<file path="config.mk">
export PLATFORM = sky130hd
export DESIGN_NAME = hwpe_stream_job_ctrl
export DESIGN_NICKNAME = d
export VERILOG_FILES = /design/src/rtl/hwpe_stream_job_ctrl_pkg.sv /design/src/rtl/hwpe_stream_job_ctrl_done_tracker.sv /design/src/rtl/hwpe_stream_job_ctrl.sv
export SDC_FILE = /design/constraint.sdc
export NUM_CORES = 1
export LEC_CHECK = 0
export ABC_AREA = 1
export ABC_CLOCK_PERIOD_IN_PS = 2250
export CORE_MARGIN = 2
export CORE_UTILIZATION = 25
export CTS_CLUSTER_DIAMETER = 50
export DETAILED_ROUTE_END_ITERATION = 10
export PLACE_DENSITY_LB_ADDON = 0.25
export SLEW_MARGIN = 20
export SYNTH_ARGS = -nofsm -noshare
export SYNTH_HDL_FRONTEND = slang
export SYNTH_HIERARCHICAL = 1
export SYNTH_SLANG_ARGS = --single-unit
export TNS_END_PERCENT = 30
</file>
<file path="constraint.sdc">
create_clock -name clk_i -period 2.25 [get_ports clk_i]
set_input_delay 0.675 -clock clk_i [delete_from_list [all_inputs] [get_ports clk_i]]
set_output_delay 0.675 -clock clk_i [all_outputs]
set_load 0.03 [all_outputs]
</file>
<file path="src/rtl/hwpe_stream_job_ctrl_pkg.sv">
// -----------------------------------------------------------------------------
// hwpe_job_ctrl_package
//
// Shared definitions for the HWPE stream job sequencer:
//   - job_state_e     : sequencer state encoding
//   - JOB_ADDR_WIDTH  : default streamer base-address width
//   - JOB_ITER_WIDTH  : default iteration counter width
//   - JOB_REG_*       : control-slave register indices for the job fields
//
// Optional feature macro used by the files importing this package:
//   HWPE_JOB_CTRL_WATCHDOG_EN
// -----------------------------------------------------------------------------
package hwpe_job_ctrl_package;

    localparam int unsigned JOB_ADDR_WIDTH = 32;
    localparam int unsigned JOB_ITER_WIDTH = 16;

    // Control-slave register map. Base addresses and strides occupy one
    // register per stream; room is reserved for the maximum of 12 streams.
    localparam int unsigned JOB_MAX_STREAMS    = 12;
    localparam int unsigned JOB_REG_N_ITER     = 0;
    localparam int unsigned JOB_REG_TIMEOUT    = 1;
    localparam int unsigned JOB_REG_BASE_ADDR  = 2;
    localparam int unsigned JOB_REG_STRIDE     = JOB_REG_BASE_ADDR + JOB_MAX_STREAMS;

    typedef enum logic [2:0] {
        ST_IDLE  = 3'd0,
        ST_LOAD  = 3'd1,
        ST_START = 3'd2,
        ST_RUN   = 3'd3,
        ST_NEXT  = 3'd4,
        ST_DONE  = 3'd5
    } job_state_e;

endpackage

</file>
<file path="src/rtl/hwpe_stream_job_ctrl_done_tracker.sv">
// -----------------------------------------------------------------------------
// hwpe_job_done_tracker
//
// One sticky done bit per stream. Bits are set by done pulses while set_en_i
// is high; clr_i restarts tracking for a new iteration. all_done_o already
// includes the pulses of the current cycle, so the last pulse is seen without
// waiting for it to be registered.
//
// Ports:
//   clk_i       in   clock
//   rst_i       in   synchronous active-high reset
//   clr_i       in   clear all sticky bits (pulses of this cycle still land)
//   set_en_i    in   accept done pulses this cycle
//   set_i       in   NB_STREAMS done pulses
//   all_done_o  out  every stream has completed (sticky OR current pulse)
// -----------------------------------------------------------------------------
module hwpe_job_done_tracker #(
    parameter int unsigned NB_STREAMS = 3
) (
    input  logic                  clk_i,
    input  logic                  rst_i,
    input  logic                  clr_i,
    input  logic                  set_en_i,
    input  logic [NB_STREAMS-1:0] set_i,
    output logic                  all_done_o
);

    logic [NB_STREAMS-1:0] w_bit_done;

    generate
        for (genvar gi = 0; gi < NB_STREAMS; gi++) begin : g_bit
            logic r_done;
            logic w_set;

            assign w_set = set_en_i & set_i[gi];

            // A pulse in the clearing cycle wins over the clear, so a stream
            // that finishes immediately after its start is not lost.
            always_ff @(posedge clk_i) begin
                if (rst_i) begin
                    r_done <= 1'b0;
                end else if (clr_i) begin
                    r_done <= w_set;
                end else begin
                    r_done <= r_done | w_set;
                end
            end

            assign w_bit_done[gi] = r_done | w_set;
        end
    endgenerate

    assign all_done_o = &w_bit_done;

endmodule

</file>
<file path="src/rtl/hwpe_stream_job_ctrl.sv">
// -----------------------------------------------------------------------------
// hwpe_stream_job_ctrl
//
// Job sequencer between the HWPE control slave and the source/sink streamers.
// A job is a number of iterations; each iteration starts every stream, waits
// for every stream to report done, then advances all base addresses by their
// stride. Stream index order is sources first, then sinks.
//
// Optional feature: define HWPE_JOB_CTRL_WATCHDOG_EN to add a RUN-phase
// watchdog (timeout_i / timeout_o).
//
// Ports:
//   clk_i          in   clock
//   rst_i          in   synchronous active-high reset
//   start_i        in   one-cycle job start (honoured in IDLE only)
//   n_iter_i       in   iteration count, 0 runs one iteration
//   base_addr_i    in   initial base address per stream
//   iter_stride_i  in   per-iteration address increment per stream
//   src_done_i     in   done pulses from source streamers
//   snk_done_i     in   done pulses from sink streamers
//   timeout_i      in   RUN cycle limit, 0 disables (watchdog build only)
//   req_start_o    out  start pulse per stream
//   base_addr_o    out  current base address per stream
//   iter_cnt_o     out  completed-iteration count
//   busy_o         out  job in progress
//   evt_o          out  one-cycle pulse per completed iteration
//   done_o         out  one-cycle pulse at job end
//   timeout_o      out  job ended by watchdog, sticky (watchdog build only)
// -----------------------------------------------------------------------------
module hwpe_stream_job_ctrl
    import hwpe_job_ctrl_package::*;
#(
    parameter int unsigned NB_OPERANDS = 2,
    parameter int unsigned NB_RESULTS  = 1,
    parameter int unsigned ADDR_WIDTH  = JOB_ADDR_WIDTH,
    parameter int unsigned ITER_WIDTH  = JOB_ITER_WIDTH,
    localparam int unsigned NB_STREAMS = NB_OPERANDS + NB_RESULTS
) (
    input  logic                             clk_i,
    input  logic                             rst_i,
    input  logic                             start_i,
    input  logic [ITER_WIDTH-1:0]            n_iter_i,
    input  logic [NB_STREAMS*ADDR_WIDTH-1:0] base_addr_i,
    input  logic [NB_STREAMS*ADDR_WIDTH-1:0] iter_stride_i,
    input  logic [NB_OPERANDS-1:0]           src_done_i,
    input  logic [NB_RESULTS-1:0]            snk_done_i,
`ifdef HWPE_JOB_CTRL_WATCHDOG_EN
    input  logic [31:0]                      timeout_i,
    output logic                             timeout_o,
`endif
    output logic [NB_STREAMS-1:0]            req_start_o,
    output logic [NB_STREAMS*ADDR_WIDTH-1:0] base_addr_o,
    output logic [ITER_WIDTH-1:0]            iter_cnt_o,
    output logic                             busy_o,
    output logic                             evt_o,
    output logic                             done_o
);

    job_state_e            r_state;
    job_state_e            w_state_next;

    logic [ITER_WIDTH-1:0] r_n_iter;
    logic [ITER_WIDTH-1:0] r_iter_cnt;
    logic [ITER_WIDTH-1:0] w_iter_inc;

    logic                  w_take_job;
    logic                  w_last_iter;
    logic                  w_in_start;
    logic                  w_in_run;
    logic                  w_all_done;
    logic [NB_STREAMS-1:0] w_done_pulse;
    logic                  w_wd_expire;

    assign w_take_job   = (r_state == ST_IDLE) && start_i;
    assign w_in_start   = (r_state == ST_START);
    assign w_in_run     = (r_state == ST_RUN);
    assign w_iter_inc   = r_iter_cnt + ITER_WIDTH'(1);
    assign w_last_iter  = (w_iter_inc == r_n_iter);
    assign w_done_pulse = {snk_done_i, src_done_i};

    // ------------------------------------------------------------------
    // Per-stream base-address registers
    // ------------------------------------------------------------------
    generate
        for (genvar gi = 0; gi < NB_STREAMS; gi++) begin : g_stream
            logic [ADDR_WIDTH-1:0] r_base_lat;
            logic [ADDR_WIDTH-1:0] r_stride_lat;
            logic [ADDR_WIDTH-1:0] r_base_addr;

            always_ff @(posedge clk_i) begin
                if (rst_i) begin
                    r_base_lat   <= '0;
                    r_stride_lat <= '0;
                    r_base_addr  <= '0;
                end else begin
                    // The job descriptor is captured once, so the slave may
                    // reprogram its registers while the job is running.
                    if (w_take_job) begin
                        r_base_lat   <= base_addr_i[gi*ADDR_WIDTH +: ADDR_WIDTH];
                        r_stride_lat <= iter_stride_i[gi*ADDR_WIDTH +: ADDR_WIDTH];
                    end
                    if (r_state == ST_LOAD) begin
                        r_base_addr <= r_base_lat;
                    end else if ((r_state == ST_NEXT) && !w_last_iter) begin
                        // Natural modulo-2^ADDR_WIDTH wrap.
                        r_base_addr <= r_base_addr + r_stride_lat;
                    end
                end
            end

            assign base_addr_o[gi*ADDR_WIDTH +: ADDR_WIDTH] = r_base_addr;
        end
    endgenerate

    // ------------------------------------------------------------------
    // Done tracking
    // ------------------------------------------------------------------
    hwpe_job_done_tracker #(
        .NB_STREAMS (NB_STREAMS)
    ) i_done_tracker (
        .clk_i      (clk_i),
        .rst_i      (rst_i),
        .clr_i      (w_in_start),
        .set_en_i   (w_in_start | w_in_run),
        .set_i      (w_done_pulse),
        .all_done_o (w_all_done)
    );

    // ------------------------------------------------------------------
    // Watchdog
    // ------------------------------------------------------------------
`ifdef HWPE_JOB_CTRL_WATCHDOG_EN
    logic [31:0] r_timeout_lim;
    logic [31:0] r_wd_cnt;
    logic        r_timeout;

    // Expires in the RUN cycle in which the running count reaches the limit.
    assign w_wd_expire = w_in_run && (r_timeout_lim != 32'd0) &&
                         ((r_wd_cnt + 32'd1) == r_timeout_lim);

    always_ff @(posedge clk_i) begin
        if (rst_i) begin
            r_timeout_lim <= '0;
            r_wd_cnt      <= '0;
            r_timeout     <= 1'b0;
        end else begin
            if (w_take_job) begin
                r_timeout_lim <= timeout_i;
            end
            if (w_in_start) begin
                r_wd_cnt <= '0;
            end else if (w_in_run) begin
                r_wd_cnt <= r_wd_cnt + 32'd1;
            end
            if (r_state == ST_LOAD) begin
                r_timeout <= 1'b0;
            end else if (w_wd_expire && !w_all_done) begin
                r_timeout <= 1'b1;
            end
        end
    end

    assign timeout_o = r_timeout;
`else
    assign w_wd_expire = 1'b0;
`endif

    // ------------------------------------------------------------------
    // Sequencer: state register and job counters
    // ------------------------------------------------------------------
    always_ff @(posedge clk_i) begin
        if (rst_i) begin
            r_state    <= ST_IDLE;
            r_n_iter   <= '0;
            r_iter_cnt <= '0;
        end else begin
            r_state <= w_state_next;
            if (w_take_job) begin
                r_n_iter <= (n_iter_i == '0) ? ITER_WIDTH'(1) : n_iter_i;
            end
            if (r_state == ST_LOAD) begin
                r_iter_cnt <= '0;
            end else if (r_state == ST_NEXT) begin
                r_iter_cnt <= w_iter_inc;
            end
        end
    end

    // ------------------------------------------------------------------
    // Sequencer: next state
    // ------------------------------------------------------------------
    always_comb begin
        w_state_next = r_state;
        case (r_state)
            ST_IDLE:  if (start_i) w_state_next = ST_LOAD;
            ST_LOAD:  w_state_next = ST_START;
            ST_START: w_state_next = ST_RUN;
            ST_RUN: begin
                // A completed iteration takes precedence over a watchdog
                // expiring in the very same cycle.
                if (w_all_done) begin
                    w_state_next = ST_NEXT;
                end else if (w_wd_expire) begin
                    w_state_next = ST_DONE;
                end
            end
            ST_NEXT:  w_state_next = w_last_iter ? ST_DONE : ST_START;
            ST_DONE:  w_state_next = ST_IDLE;
            default:  w_state_next = ST_IDLE;
        endcase
    end

    assign req_start_o = {NB_STREAMS{w_in_start}};
    assign iter_cnt_o  = r_iter_cnt;
    assign busy_o      = (r_state != ST_IDLE);
    assign evt_o       = (r_state == ST_NEXT);
    assign done_o      = (r_state == ST_DONE);

endmodule

</file>
# [Word-level counts from Yosys, hierarchy flattened]
# Index checks and enable logic that the tools add are counted.
[op_classes] shifts=0 n_bitwise=7 addsub=4 mux=14 n_mul=0 order_cmp=0 div=0 n_reduce_logical=10 n_eq_ne=8
[op_table] op="32-bit two-way mux" n=6
[op_table] op="32-bit adder" n=3
[op_table] op="16-bit by 1-bit adder with 16-bit output (second input constant)" n=1
[op_table] op="16-bit equality test" n=1
[op_table] op="16-bit logical NOT" n=1
[op_table] op="16-bit two-way mux" n=1
[op_table] op="3-bit case mux with 5 select lines" n=1
[op_table] op="3-bit two-way mux" n=3
[op_table] op="3-bit by 2-bit equality test with 1-bit output (second input constant)" n=2
[op_table] op="3-bit equality test (second input constant)" n=2
[op_table] op="1-bit OR" n=4
[op_table] op="1-bit AND" n=3
[op_table] op="3-bit by 1-bit equality test with 1-bit output (second input constant)" n=1
[op_table] op="3-bit logical NOT" n=1
[op_table] op="1-bit two-way mux" n=3
[op_table] op="3-bit AND reduction" n=1
[op_table] op="3-bit nonzero test" n=1
[op_table] op="1-bit logical AND" n=2
[op_table] op="2-bit by 1-bit inequality test with 1-bit output (second input constant)" n=1
[op_table] op="2-bit inequality test (second input constant)" n=1
[op_table] op="2-bit AND reduction" n=1
[op_table] op="2-bit nonzero test" n=1
[op_table] op="2-bit OR reduction" n=1
[op_table] op="1-bit logical NOT" n=1
[word_totals] n_memories=0 out_inout_bits=118 ram_bits=0 register_bits=326 wordCells=58 latch_bits=0 romBits=0

# [Longest topological paths before layout]
[depth] word_depth=7 ltp_mapped=18

# [Modules after synthesis]
# Netlist, hierarchy kept.
[modules_own_cells] module="hwpe_stream_job_ctrl" area_each_um2=18479.0 cells_per_inst=2840 seq_area_each_um2=6466.2 instances=1
[modules_own_cells] module="hwpe_job_done_tracker" area_each_um2=131.4 cells_per_inst=20 seq_area_each_um2=60.1 instances=1

# [Least setup slack after synthesis]
# OpenSTA, ideal clock, no wires.
[synth_path] path_type="flip-flop to flip-flop" startpoint="register r_iter_cnt[0] (netlist: iter_cnt_o[0])" endpoint="register g_stream[0].r_base_addr[10]" path_buffers=2 setup_time_ps=132 path_slack_ps=-221 stages_incl_launch_ff=19 arrival_time_ps=2339 path_cell_list="dfxtp_1 ha_1 nand3_1 nor2_2 nand2_1 nand2_1 nand2_1 nand2_1 nand2_1 inv_1 nand2_1 nor2_1 nand3_2 nand2_4 nand2_2 buf_4 buf_4 nand2_1 a21oi_1"
[synth_between] elab_chain_len=5
[synth_lines] element="start, declared" line_no="hwpe_stream_job_ctrl.sv:63" source="logic [ITER_WIDTH-1:0] r_iter_cnt;"
[synth_lines] element="start signal, assigned" line_no="hwpe_stream_job_ctrl.sv:184" source="r_iter_cnt <= w_iter_inc;"
[synth_lines] element="16-bit by 1-bit adder with 16-bit output" line_no="hwpe_stream_job_ctrl.sv:77" source="assign w_iter_inc = r_iter_cnt + ITER_WIDTH'(1);"
[synth_lines] element="16-bit equality test" line_no="hwpe_stream_job_ctrl.sv:78" source="assign w_last_iter = (w_iter_inc == r_n_iter);"
[synth_lines] element="1-bit logical NOT" line_no="hwpe_stream_job_ctrl.sv:104" source="end else if ((r_state == ST_NEXT) && !w_last_iter) begin"
[synth_lines] element="1-bit logical AND" line_no="hwpe_stream_job_ctrl.sv:104"
[synth_lines] element="2-bit nonzero test (no source line)"
[synth_lines] element="end signal, assigned" line_no="hwpe_stream_job_ctrl.sv:103" source="r_base_addr <= r_base_lat;"
[synth_lines] element="end signal, assigned" line_no="hwpe_stream_job_ctrl.sv:106" source="r_base_addr <= r_base_addr + r_stride_lat;"
[synth_lines] element="end, declared" line_no="hwpe_stream_job_ctrl.sv:88" source="logic [ADDR_WIDTH-1:0] r_base_addr;"
# Every way passes these cells.
# A chain may end at the register's enable or synchronous reset.

# [Worst setup path in the final report]
[layout_path] startpoint="register r_iter_cnt[1] (netlist: iter_cnt_o[1])" endpoint="register g_stream[0].r_base_addr[20]"
# The elaborated chain is that of the path after synthesis.

==> results.md <==
Floorplanning:
- The die footprint is 0.0766 mm².
- Measured along the y axis, the die boundary spans 277 µm.
- During I/O placement, the number of pins put on the boundary was 332.
- The die boundary width is 277 µm.
- The total number of placement rows is 100.
- The starting density of the core is roughly 25%.
- The area of the core region is 0.0741 mm².

Critical path:
- In this run the worst path has a maximum fanout of 9.
- For the worst setup path, the data required time is around 2800 ps.
- In this run the worst setup path begins at iter_cnt_o[1].
- The critical register-to-register path startpoint is iter_cnt_o[1].
- The critical path arrival is between 2000 and 3000 ps.
- The kind of capture point of the worst setup path is a flip-flop.
- Setup slack on the worst reg-to-reg path comes out at -30 ps.
- The startpoint type of the worst setup path is a flip-flop.
- The type of the worst setup path is flip-flop to flip-flop.

Final layout:
- The final cell count without fillers is 4334.
- The antenna diode instance count is 0.
- The proportion of layout cells with a drive suffix above 1 is 12.3%.
- For this run, the post-layout net count is 3636.
- Compared with the post-synthesis result, the final layout area differs by 42.5%.
- Summing all non-filler instances in the final layout gives an area of between 0.02 and 0.03 mm².
- The fraction of the core area covered by cells at the end of the flow is 35.8%.

Synthesis:
- After synthesis, flip-flops and latches occupy between 30% and 40% of the total area.
- For this run, the number of Yosys warnings is 6.
- In the post-synthesis netlist, the biggest area contributors are sky130_fd_sc_hd__dfxtp_1 35%, sky130_fd_sc_hd__nand2_1 13%, sky130_fd_sc_hd__nor2_1 10%.
- Synthesis produced ~2900 cells.
- sky130_fd_sc_hd__dfxtp_1 takes more of the synthesized area than any other cell.
- A synthesized cell averages 6.51 µm².
- The register bit count reported by yosys is 326.
- The share of synthesized area in the top cell type comes to 35.1%.
- Yosys mapped the design onto 37 distinct sky130hd cell types.
- The netlist area before placement is 0.0186 mm².
- Synthesis produced a netlist with a net count of around 3200.

GRT:
- Entering global routing, the biggest net connects 108 pins.
- The initial antenna violation count is 2.
- The via count of the first global-routing pass was between 15000 and 20000.
- The wire length of the first global-routing pass is 112000 µm.
- Global routing finished with a remaining overflow of 0.
- Global routing used between 15 and 20% of the available tracks.

Route:
- The number of remaining DRC errors is 0.
- The starting DRC count in detailed routing is 1008.
- After detailed routing, the average wire length per cell comes to 16.7 µm.
- The via count normalized by instance count is 4.64.
- The number of vias after detailed routing is 20100.
- The routed wire length is 72200 µm.
- The post-detailed-route count of antenna-violating nets is 0.
- The number of optimization iterations in the first detailed-route pass is 5.

Clock tree:
- The number of CTS-inserted buffers is 49.
- In this run the number of H-tree levels came out at 2.
- For the worst-skew pair, the clock arrives at the later sink with an insertion delay of 600 ps.
- After clock tree synthesis, the flow added hold-fix buffers numbering 0.
- The longest clock path from root to sink contains 3 buffers.
- The TritonCTS clock tree is done.
- The clock tree root buffer cell is sky130_fd_sc_hd__clkbuf_16.
- The clock-pin transition on the worst setup and hold timing paths is ~60 ps.
- The tree built by TritonCTS fans out to 326 sinks.

Timing:
- The worst-case setup margin in the final layout is -28.0 ps.
- The final clock period utilization by the worst path is 101%.
- The final setup skew is between 20 and 30 ps.
- The count of endpoints failing setup in the final report is 25.
- Setup repair after global routing could not meet its margin everywhere.
- Static timing analysis puts the maximum clock frequency at 439 MHz.
- Counting I/O delays and the setup requirement, the final critical path takes 2280 ps.
- At the pin with the least slew margin, the transition time is 674 ps.
- Adding up every negative setup slack in the final design gives -280 ps.
- Measured against its own limit, the worst slew margin works out to between 50% and 60%.
- The count of final hold-check violations came to 0.
- The total count of max-transition violations in the final report came to 0.

Job:
- Across the run, the number of max-cap violations was 0.

Pwr:
- The leakage power summed over all cells is 11.8 nW.
- IR analysis of the VDD net gives a maximum drop of between 0.5 and 0.6 mV.
- The power density over the cells is 1180 mW/mm².

Run status:
- The final reports fail on negative setup slack.
- The run finished, with violations left.

Place:
- Once placement completed, the tool counted placed cells totaling roughly 4200.
- Before CTS, the worst setup slack after placement is -164 ps.
- The last weighted congestion value of the routability-driven placer is between 0.9 and 1.
- The detailed-placement wirelength estimate is 54300 µm.
- Port buffering added 331 buffers.
- The placed instances occupy a cell area of roughly 0.025 mm².

Hold path:
- In this run the most critical hold path is launched from g_stream[0].r_base_lat[0].
- The worst hold path belongs to the class flip-flop to flip-flop.
==> through the flow <==
step | hold WS [ps] | power [mW]
5_1_grt | 487 | 33.8
6_report | 457 | 31.4
4_1_cts | 461 | 31.4
2_1_floorplan | 424 | 17.3
3_5_place_dp | 453 | 23.8
3_3_place_gp | 438 | 23.8
==> cell families after synthesis <==
logic type	count (synthesis)	share of synthesized area, %
buffers and inverters	282	6.02
DFF	326	35.1
adders and majority gates	97	6.64
and+or+nand+nor	1490	32.9
AOI/OAI and AO/OA	621	17.2
xor gates and xnor gates	44	2.15
==> timing repair <==
item,CTS,global route
endpoints found under the setup margin,214,108
buffers inserted,1,4
cloned,0,5
pin swaps,0,33
gates resized for setup,142,77
hold endpoints to repair,0,0
==> metal layers <==
metal	vias to the layer above	wire length, µm	part of all wire (%)	GRT usage [%]
met5	-	31	0.043	0
met4	4	1760	2.4	4.93
met3	96	3280	4.5	2.65
met2	445	33100	46	30.2
met1	9154	34100	47	24.5
li1	10400	-	-	-
==> layout by cell type (no fill, tap or decap), types with 12 or more instances in the layout <==
cell type	Yosys	layout
sky130_fd_sc_hd__nand2_1	659	638
sky130_fd_sc_hd__nor2_1	514	508
sky130_fd_sc_hd__o21ai_0	326	320
sky130_fd_sc_hd__dfxtp_1	326	311
sky130_fd_sc_hd__a21oi_1	258	253
sky130_fd_sc_hd__clkdlybuf4s50_1	0	212
sky130_fd_sc_hd__nand3_1	223	206
sky130_fd_sc_hd__buf_4	11	189
sky130_fd_sc_hd__inv_1	144	140
sky130_fd_sc_hd__dlygate4sd2_1	0	105
sky130_fd_sc_hd__ha_1	94	89
sky130_fd_sc_hd__clkbuf_16	0	53
sky130_fd_sc_hd__xnor2_1	31	30
sky130_fd_sc_hd__nand3b_1	26	26
sky130_fd_sc_hd__buf_12	0	26
sky130_fd_sc_hd__nand2_2	2	22
sky130_fd_sc_hd__nor3_1	21	19
sky130_fd_sc_hd__nand4_1	15	15
sky130_fd_sc_hd__nand3_2	1	14
sky130_fd_sc_hd__xor2_1	12	12
sky130_fd_sc_hd__o21a_1	12	12
sky130_fd_sc_hd__or2_2	12	12
sky130_fd_sc_hd__dfxtp_2	0	12
==> registers in the layout, indices dropped and copies added, names as in the netlist <==
register                     count
g_stream.r_base_addr            96
g_stream.r_base_lat             96
iter_cnt_o                      16
i_done_tracker/g_bit.r_done      3
g_stream.r_stride_lat           96
r_n_iter                        16
r_state                          3
==> cell usage after synthesis <==
library cell and n:
sky130_fd_sc_hd__a211oi_1 7, sky130_fd_sc_hd__a21o_1 6, sky130_fd_sc_hd__a21oi_1 258, sky130_fd_sc_hd__a31oi_1 1, sky130_fd_sc_hd__and2_1 5, sky130_fd_sc_hd__buf_1 5, sky130_fd_sc_hd__buf_2 11, sky130_fd_sc_hd__buf_4 11
sky130_fd_sc_hd__buf_6 1, sky130_fd_sc_hd__clkbuf_1 108, sky130_fd_sc_hd__clkinv_1 1, sky130_fd_sc_hd__dfxtp_1 326, sky130_fd_sc_hd__fa_1 3, sky130_fd_sc_hd__ha_1 94, sky130_fd_sc_hd__inv_1 144, sky130_fd_sc_hd__inv_2 1
sky130_fd_sc_hd__nand2_1 659, sky130_fd_sc_hd__nand2_2 2, sky130_fd_sc_hd__nand2_4 1, sky130_fd_sc_hd__nand2b_1 1, sky130_fd_sc_hd__nand3_1 223, sky130_fd_sc_hd__nand3_2 1, sky130_fd_sc_hd__nand3b_1 26, sky130_fd_sc_hd__nand4_1 15
sky130_fd_sc_hd__nor2_1 514, sky130_fd_sc_hd__nor2_2 5, sky130_fd_sc_hd__nor2_4 1, sky130_fd_sc_hd__nor3_1 21, sky130_fd_sc_hd__nor4_1 4, sky130_fd_sc_hd__o211ai_1 1, sky130_fd_sc_hd__o21a_1 12, sky130_fd_sc_hd__o21ai_0 326
sky130_fd_sc_hd__o21bai_1 10, sky130_fd_sc_hd__or2_2 12, sky130_fd_sc_hd__xnor2_1 31, sky130_fd_sc_hd__xor2_1 12, sky130_fd_sc_hd__xor3_1 1
==> worst max-delay path, cell delays in order (launching register included) <==
cell,delay [ps]
sky130_fd_sc_hd__dfxtp_4,370
sky130_fd_sc_hd__ha_4,160
sky130_fd_sc_hd__nand3_4,90
sky130_fd_sc_hd__buf_6,130
sky130_fd_sc_hd__xor2_1,150
sky130_fd_sc_hd__nand2_1,60
sky130_fd_sc_hd__nand2_1,70
sky130_fd_sc_hd__nor2_1,90
sky130_fd_sc_hd__nand2_1,90
sky130_fd_sc_hd__nor2_4,140
sky130_fd_sc_hd__nand3_4,110
sky130_fd_sc_hd__nand2_8,150
sky130_fd_sc_hd__buf_12,180
sky130_fd_sc_hd__clkbuf_16,180
sky130_fd_sc_hd__nand3_1,70
sky130_fd_sc_hd__a21oi_1,140
==> cell type report <==
cell class	count	area [µm²]
clock buffers	60	1320
clock inverters	31	335
fillers	8076	47600
inverters	146	569
multi-input cells	2252	11300
flip-flops and latches	326	6550
well taps	969	1210
repair buffers	550	5240
==> where the power goes <==
| part | internal [mW] | switching [mW] | leakage, nW | total (mW) |
|---|---|---|---|---|
| registers | 7.60 | 1.29 | 2.68 | 8.89 |
| clock network | 4.44 | 3.22 | 0.805 | 7.65 |
| logic | 5.81 | 9.05 | 8.30 | 14.9 |
==> worst paths after layout <==
path                                  to  cells past startpoint
min reg2reg    g_stream[0].r_base_lat[0]                      2
max          g_stream[0].r_base_addr[20]                     15
min            g_stream[0].r_base_lat[0]                      2
max reg2reg  g_stream[0].r_base_addr[20]                     15
No activity file was read; power rests on OpenSTA's default activity.
